===== src/rtl/matmul_sequencer.sv =====
// matmul_sequencer: 2x2 C = A x B on one shared multiplier, two cycles per element, done pulse 8 cycles after start.
// start is ignored while busy; define MATMUL_SIGNED_EN for two's-complement operands (default unsigned).
module matmul_sequencer #(
  parameter int W = 4,
  localparam int OUT_W = 2*W+1
) (
  input  logic             clk,
  input  logic             nRST,
  input  logic             start,
  input  logic [W-1:0]     A00,
  input  logic [W-1:0]     A01,
  input  logic [W-1:0]     A10,
  input  logic [W-1:0]     A11,
  input  logic [W-1:0]     B00,
  input  logic [W-1:0]     B01,
  input  logic [W-1:0]     B10,
  input  logic [W-1:0]     B11,
  output logic [OUT_W-1:0] C00,
  output logic [OUT_W-1:0] C01,
  output logic [OUT_W-1:0] C10,
  output logic [OUT_W-1:0] C11,
  output logic             busy,
  output logic             done
);

  typedef enum logic [1:0] {IDLE, MUL_LO, MUL_HI} state_t;

  state_t                  state, state_nxt;
  logic [3:0][W-1:0]       a_q, b_q;
  logic [2*W-1:0]          acc;
  logic [1:0]              k;
  logic [3:0][OUT_W-1:0]   c_q;
  logic                    done_nxt;
  logic                    load;
  logic                    hi;
  logic [W-1:0]            mul_a, mul_b;
  logic [2*W-1:0]          prod;
  logic                    acc_x, prod_x;
  logic [OUT_W-1:0]        sum;

  always_ff @(posedge clk or negedge nRST) begin
    if (!nRST) state <= IDLE;
    else       state <= state_nxt;
  end

  always_comb begin
    state_nxt = state;
    done_nxt  = 1'b0;
    load      = 1'b0;
    case (state)
      IDLE: begin
        if (start) begin
          load      = 1'b1;
          state_nxt = MUL_LO;
        end
      end
      MUL_LO: state_nxt = MUL_HI;
      MUL_HI: begin
        if (k == 2'd3) begin
          state_nxt = IDLE;
          done_nxt  = 1'b1;
        end else begin
          state_nxt = MUL_LO;
        end
      end
      default: state_nxt = IDLE;
    endcase
  end

  assign busy = (state != IDLE);

  // Element k = {i,j}: LO phase uses A[i][0]*B[0][j], HI phase A[i][1]*B[1][j].
  assign hi    = (state == MUL_HI);
  assign mul_a = a_q[{k[1], hi}];
  assign mul_b = b_q[{hi, k[0]}];

`ifdef MATMUL_SIGNED_EN
  assign prod   = $signed({{W{mul_a[W-1]}}, mul_a}) * $signed({{W{mul_b[W-1]}}, mul_b});
  assign acc_x  = acc[2*W-1];
  assign prod_x = prod[2*W-1];
`else
  assign prod   = {{W{1'b0}}, mul_a} * {{W{1'b0}}, mul_b};
  assign acc_x  = 1'b0;
  assign prod_x = 1'b0;
`endif

  assign sum = {acc_x, acc} + {prod_x, prod};

  always_ff @(posedge clk or negedge nRST) begin
    if (!nRST) begin
      a_q  <= '0;
      b_q  <= '0;
      acc  <= '0;
      k    <= '0;
      c_q  <= '0;
      done <= 1'b0;
    end else begin
      done <= done_nxt;
      if (load) begin
        a_q <= {A11, A10, A01, A00};
        b_q <= {B11, B10, B01, B00};
        c_q <= '0;
        k   <= '0;
      end
      if (state == MUL_LO) acc <= prod;
      if (state == MUL_HI) begin
        c_q[k] <= sum;
        if (k != 2'd3) k <= k + 2'd1;
      end
    end
  end

  assign C00 = c_q[0];
  assign C01 = c_q[1];
  assign C10 = c_q[2];
  assign C11 = c_q[3];

endmodule


===== config.mk =====
export PLATFORM = sky130hd
export DESIGN_NAME = matmul_sequencer
export DESIGN_NICKNAME = d
export VERILOG_FILES = /design/src/rtl/matmul_sequencer.sv
export SDC_FILE = /design/constraint.sdc
export NUM_CORES = 1
export LEC_CHECK = 0
export CAP_MARGIN = 20
export CELL_PAD_IN_SITES_DETAIL_PLACEMENT = 2
export CELL_PAD_IN_SITES_GLOBAL_PLACEMENT = 2
export CORE_MARGIN = 2
export CORE_UTILIZATION = 34
export CTS_BUF_LIST = sky130_fd_sc_hd__clkbuf_4 sky130_fd_sc_hd__clkbuf_8
export DETAILED_ROUTE_END_ITERATION = 16
export HOLD_SLACK_MARGIN = 0.15
export MAX_ROUTING_LAYER = met4
export PLACE_DENSITY_LB_ADDON = 0.1
export SLEW_MARGIN = 40
export SYNTH_ARGS = -nofsm -noshare
export SYNTH_HDL_FRONTEND = slang
export SYNTH_SLANG_ARGS = --single-unit

===== constraint.sdc =====
create_clock -name clk -period 5.7 [get_ports clk]
set_clock_uncertainty 0.15 [all_clocks]
set_input_delay 0.855 -clock clk [delete_from_list [all_inputs] [get_ports clk]]
set_output_delay 0.855 -clock clk [all_outputs]
set_load 0.01 [all_outputs]

# == Word-level counts from Yosys, hierarchy flattened ==
# Cells that the tools add are included.
# W data, S select, Z words.
# op_classes
muxes,19
mul,1
reduce_logical,3
order_cmp,4
add_sub_neg,2
eq_ne,5
# op_table
operator,count
$mux W36,2
$bwmux W36,1
$demux W9 S2,1
$bmux W4 S2,2
$add A8 B8 Y9,1
$lt A2 B3 Y1 const B,3
$mux W9,1
$mul A4 B4 Y8,1
$mux W2,4
$mux W4,2
$pmux W2 S3,1
$mux W1,5
$eq A2 B2 Y1 const B,2
$ne A2 B2 Y1 const B,2
$add A2 B1 Y2 const B,1
$eq A2 B1 Y1 const B,1
$ge A2 B1 Y1 const B,1
$logic_not A2 Y1,1
$reduce_bool A2 Y1,1
$logic_and A1 B1 Y1,1
# word_totals
output_inout_bits,38
ff_bits,81
input_bits,35

# == Depth between registers and ports, before layout ==
# Gate-level depths: netlist of run 1.
# depth
word_depth,7
depth_mapped,19

# == Worst setup path after synthesis of run 1 ==
# No wires, ideal clock.
# synth_path
path_type,flip-flop to flip-flop
startpoint,register state[0]
endpoint,register c_q (netlist bit C00[7])
stages_incl_launch_ff,17
setup_ns,0.077
path_slack_ns,1.513
required_time_ns,5.473
arrival_ns,3.960
path_cell_list,dfrtp_1 -> nor2b_4 -> buf_6 -> mux4_2 -> nand2_1 -> fa_1 -> inv_1 -> fa_1 -> ha_1 -> a211oi_1 -> o21bai_1 -> a21oi_1 -> xnor2_1 -> ha_1 -> nand3b_1 -> mux2_2 -> a21oi_1
# synth_between
elab_chain_cells,7
word_cells_on_any_way,12
# synth_rtl
item,line_no,source
start: declaration,28,"state_t state, state_nxt;"
start signal: assignment,43,else state <= state_nxt;
$eq A2 B2 Y1 (*),73,assign hi = (state == MUL_HI);
$bmux W4 S2 (on tied branches),"74, 75",
$mux W4 (on tied branches),"74, 75",
$mul A4 B4 Y8 (*),82,"assign prod = {{W{1'b0}}, mul_a} * {{W{1'b0}}, mul_b};"
net prod[7],37,logic [2*W-1:0] prod;
$add A8 B8 Y9 (*),87,"assign sum = {acc_x, acc} + {prod_x, prod};"
$bwmux W36 (*),107,c_q[k] <= sum;
$mux W36 (*),106,if (state == MUL_HI) begin
end signal: indexed assignment,107,
end: declaration,32,logic [3:0][OUT_W-1:0] c_q;
# The timed path passes the listed nets; every way through them passes the cells marked *. The select of a mux whose other input is x is not followed.
# A chain may end at the register's enable or synchronous reset.

# == Worst setup path after layout of run 1 ==
# layout_path
startpoint,register state[0]
endpoint,register c_q (netlist bit C00[6])
# Same word-level chain as after synthesis.

==> run summary, run 1 <==
CTS clk-pin slew, worst paths = 90 ps
period utilization = 85.6%
pin count of the biggest net entering global routing = 82
Cell Chain, Critical Path = nor2b_4, mux4_2, nand2_1, fa_1, inv_1, fa_1, ha_1, a21o_1, a21oi_1, xnor2_1, ha_1, a21oi_1, o21ai_0, xnor2_1, o21ai_0
Leakage = 2.45 nW
H-tree depth = 3
die height = 112 µm
syn_area_per_cell = 10.4 µm²
post-synthesis cell type count = 33
main area contributors after synthesis = dfrtp_1, nand2_1, ha_1, a22o_1, mux4_2
Final Core Density = 44.0%
Post-Syn Instances = 381
synthesized cell area = 3980 µm²
layout cells sized above 1 = 8.71%
share of the synthesized area in the top cell type = 50.9%
CP startpoint = state[0]
reg2reg end = C00[6]
Setup CP Type = reg2reg
via count = 3,053
Required @ worst endpoint = 5780 ps
number of global-route vias before repair = 3,427
detailed placement HPWL = 8560 µm
fmax = 205 MHz
MaxCap Viol Count = 0
Worst Hold Class = reg2reg
Reg2Reg Launch Point = state[0]
post-route cell area = 5030 µm²
crit path max fanout = 16
global-route wire length before repair = 18,300 µm
area grow syn2layout = 26.3%
routed wl met3 = 295 µm
CP max-delay cell = mux4_2
hold_buf cts = 0
DP Cell Count = 586
Antenna Cells = 0
Placer Congestion = 0.789
setup bufs post-CTS = 0
worst slack, placed = 845 ps
Post-CTS Resized = 0
critical path data arrival time = 4960 ps
max-slew violations = 0
TritonCTS Sinks = 81
total power = 3.39 mW
clk buf depth = 2
Site Rows = 39
met2 wire len = 5910 µm
Chip Width = 112 µm
CP Buf/Inv Count = 1
sequential fraction of the synthesis area = 50.9%
critical path depth = 15
drt drc = 0
Fillers = 1,244
Finished Layout Cells = 602
Startpoint Class = register
Reg power frac = 28.1%
grt ovf = 0
Starting Density = 34.9%
worst slew pin tran = 664 ps
FF+latch count, synth = 81
CORE AREA = 11,400 µm²
final wirelength = 11,100 µm
Fin Setup TNS = 0 ps
Worst path max stage delay = 620 ps
asr flop ratio synth = 100%
unrepaired setup endpoints after global routing = false
CTS tree = yes
ys flop type = dfrtp_1
Max VDD drop = 0.000245 V
sw power = 1.57 mW
Sw Ratio = 46.5%
Num CTS Buffers = 9
crit path time final = 4880 ps
Synth area leader = dfrtp_1
port bufs = 72
Synthesized Nets = 445
Comb pwr share = 59.9%
P per Cell Area = 674 nW/µm²
delay-heaviest family, CP = adder cells
Hold WS = 335 ps
Register-to-Register Setup Slack = 820 ps
dpl cell area = 4840 µm²
drt pass-1 iters = 6
count of flip-flops with a built-in enable after synthesis = 0
DRT antenna net count = 0
Metal-1 WL = 4760 µm
clock root cell = clkbuf_8
clock power share = 12.0%
Critical Path Sink = C00[6]
DR top layer = met4
Int Pwr = 1.81 mW
gr usage total = 19.3%
run status = finished clean
Top Ports = 73
wire per inst = 18.4 µm
Crit. End Element = register
number of synthesis warnings = 0
die footprint = 12,600 µm²
initial antenna violation count = 0
post-DR vias/cell = 5.07
First DRT Iteration DRCs = 84
cell with the most instances after synthesis = nand2_1
Final Hold Viols = 0
final net count = 518
clk_lat worst skew = 370 ps
Post-synth top cells = nand2_1, dfrtp_1, ha_1, a22o_1, o21ai_0
cells on worst reg2reg path = 15
Max-slew headroom = 55.7%
# setup viols final = 0
final worst setup slack = 820 ps
[tightest hold or removal path, stage by stage, from the launching register on]
cell and delay, ps:
dfrtp_1 350, nand2_1 50, nand2_1 60
[power groups by stage]
stage                     combinational [mW]  clock (mW)  sequential, mW
final                                   2.03       0.407           0.952
after global routing                    2.31       0.445           0.980
after CTS                               2.08       0.420           0.962
after detailed placement                2.06           0           0.972
after global placement                  1.98           0           0.955
after floorplan                         1.36           0           0.928
[worst min-delay path by stage]
stage                  from      end  slack [ps]  cells after the start
floorplan            b_q[5]   b_q[5]         290                      2
global placement     a_q[1]   a_q[1]         310                      2
detailed placement  a_q[12]  a_q[12]         320                      2
CTS                 a_q[12]  a_q[12]         340                      2
global route        a_q[10]  a_q[10]         370                      2
finish               a_q[4]   a_q[4]         330                      2
[final cells by class]
type	instances	area (µm²)	share of cell area, %
clock buffers	11	145	2.89
clock inverters	5	40.0	0.797
repair buffers	74	739	14.7
multi-input cells	272	1840	36.5
well taps	143	179	3.56
inverters	16	60.1	1.19
flip-flops and latches	81	2030	40.3
[state kept, by name (all words and copies together), names as in the netlist]
name,flops
C00,9
acc,8
C11,9
state,2
C01,9
a_q,16
b_q,16
k,2
done,1
C10,9
[layer usage]
metal,global-route usage [%],up-vias
met5,-,-
met4,4.39,0
met2,34.7,51
met1,22.5,1569
met3,3.40,10
li1,-,1423
[layout by cell type, fill, tap and decap left out, types with 2 or more instances in the layout]
master,count
inv_1,15
mux4_2,6
and2_2,3
a22o_1,20
clkdlybuf4s50_1,71
nor2_1,9
buf_4,2
mux2_2,8
ha_1,24
a21o_1,5
fa_1,5
nand3_1,5
o21ai_0,18
dfrtp_1,81
xnor2_1,7
nand2_1,119
nand3b_1,2
xor2_1,2
a21oi_1,16
mux4_1,2
and2_1,10
clkbuf_8,11
o21bai_1,2
clkinvlp_4,3
[cell families after synthesis]
family	count (synthesis)	synth area share (%)
muxes	17	7.36
AOI/OAI and AO/OA	64	10.5
xor gates and xnor gates	9	1.98
DFF	81	50.9
and+or+nand+nor	153	16.3
adders and majority gates	29	10.1
buffers and inverters	28	2.95
(Power assumes the default switching activity.)
==> run 2: changes to the inputs <==
--- a/config.mk
+++ b/config.mk
@@ -9,7 +9,7 @@
 export CELL_PAD_IN_SITES_DETAIL_PLACEMENT = 2
 export CELL_PAD_IN_SITES_GLOBAL_PLACEMENT = 2
 export CORE_MARGIN = 2
-export CORE_UTILIZATION = 34
+export CORE_UTILIZATION = 31
 export CTS_BUF_LIST = sky130_fd_sc_hd__clkbuf_4 sky130_fd_sc_hd__clkbuf_8
 export DETAILED_ROUTE_END_ITERATION = 16
 export HOLD_SLACK_MARGIN = 0.15
==> constraint.sdc (replaced) <==
create_clock -name clk -period 4.3 [get_ports clk]
set_clock_uncertainty 0.15 [all_clocks]
set_input_delay 0.645 -clock clk [delete_from_list [all_inputs] [get_ports clk]]
set_output_delay 0.645 -clock clk [all_outputs]
set_load 0.01 [all_outputs]
==> run 2 against run 1 <==
The run now ends with setup timing left. Flip-flop and latch count unchanged. Utilization down 0.22 points. Final cell count up 9.8%. Critical endpoint is now C11[7].
==> run summary, run 2 (synthesized netlist as in run 1, its figures left out) <==
max-slew violations = 0
crit path time final = 4380 ps
DRT antenna net count = 0
run status = finished, violations left
period utilization = 102%
Antenna Cells = 0
Largest regs = a_q x16, b_q x16
Startpoint Class = register
wire per inst = 17.3 µm
reg2reg end = C11[7]
Required @ worst endpoint = 4450 ps
number of global-route vias before repair = 3,610
clk buf depth = 2
post-route cell area = 5500 µm²
global-route wire length before repair = 19,300 µm
Chip Width = 117 µm
Crit. End Element = register
Placer Congestion = 0.764
# setup viols final = 11
via count = 3,170
CORE AREA = 12,600 µm²
critical path data arrival time = 4530 ps
dpl cell area = 5050 µm²
area grow syn2layout = 38.3%
Register-to-Register Setup Slack = -80 ps
Site Rows = 41
TritonCTS Sinks = 81
initial antenna violation count = 0
pin count of the biggest net entering global routing = 82
port bufs = 72
worst slew pin tran = 677 ps
fmax = 228 MHz
Reg2Reg Launch Point = state[1]
detailed placement HPWL = 8570 µm
grt ovf = 0
DP Cell Count = 639
Max-slew headroom = 54.9%
cells on worst reg2reg path = 16
Fillers = 1,328
clock root cell = clkbuf_8
commonest non-fill, non-tap cells in the layout = nand2_1, dfrtp_1, clkdlybuf4s50_1, buf_4, a22o_1
Final Hold Viols = 0
Setup CP Type = reg2reg
die height = 117 µm
hold_buf cts = 0
final worst setup slack = -78.3 ps
crit path max fanout = 4
worst slack, placed = -365 ps
final net count = 549
Top Ports = 73
MaxCap Viol Count = 0
clk_lat worst skew = 370 ps
final wirelength = 11,500 µm
First DRT Iteration DRCs = 113
layout cells sized above 1 = 21.3%
H-tree depth = 3
die footprint = 13,800 µm²
Worst Hold Class = in2async
CTS clk-pin slew, worst paths = 80 ps
Finished Layout Cells = 661
drt drc = 0
Starting Density = 31.7%
drt pass-1 iters = 4
most common cell after layout, fill and taps aside = nand2_1
unrepaired setup endpoints after global routing = true
CTS tree = yes
Num CTS Buffers = 9
post-DR vias/cell = 4.80
failing checks = setup timing
gr usage total = 18.4%
==> run 2: changes by cell type in the layout (fill, tap and decap cells not counted), sizes merged <==
cell / delta
bufinv: +1
buf: +31
clkinv: -1
inv: -1
==> run 2: area by class of cell <==
type / count / area, µm² / share of cell area (%)
Clock buffer: 11 / 151 / 2.75
Clock inverter: 4 / 52.6 / 0.955
Inverter: 16 / 60.1 / 1.09
Multi-Input combinational cell: 272 / 2000 / 36.4
Sequential cell: 81 / 2030 / 36.9
Tap cell: 172 / 215 / 3.91
Timing Repair Buffer: 105 / 992 / 18.0
==> run 2: worst max path at each step <==
stage | endpoint | slack, ps | startpoint
after floorplan | C00[7] | 110 | state[0]
after global placement | C01[6] | -230 | state[0]
after detailed placement | C11[6] | -370 | state[0]
after CTS | C10[7] | -70 | state[0]
after global routing | C11[7] | -200 | state[1]
final | C11[7] | -80 | state[1]
==> run 2: critical path, cell delays in order (launching register included) <==
cell	delay, ps
dfrtp_1	390
nor2b_4	140
buf_12	130
mux4_2	360
nand2_2	70
fa_1	570
inv_2	50
fa_2	610
inv_2	50
fa_2	540
inv_2	50
ha_4	230
a21o_1	170
a21oi_2	190
o21ai_4	120
mux2_4	370
a21oi_2	130
==> run 2: metrics by stage <==
step	hold WS [ps]	utilization, %	TNS, ps
after detailed placement	312	40.2	-5220
after CTS	192	42.9	-652
final	135	43.8	-495
after global routing	198	43.8	-2510
after floorplan	199	-	0
after global placement	306	40.2	-2340
==> run 2: layer usage <==
layer	track usage (%)	vias to the layer above	share of wire, %
met1	21.2	1614	43
met2	32.2	60	53
met3	3.11	14	2.8
met5	-	-	0
met4	6.55	0	1.5
li1	-	1482	-
==> run 2: timing repair <==
| item | in CTS | in global routing |
|---|---|---|
| gates resized for setup | 29 | 19 |
| pin swaps | 17 | 14 |
| setup endpoints to repair | 20 | 20 |
| buffers inserted | 6 | 2 |
Power of run 2 is not shown: default switching activity piles up to over one toggle a cycle in this logic, so the estimate is an artifact.
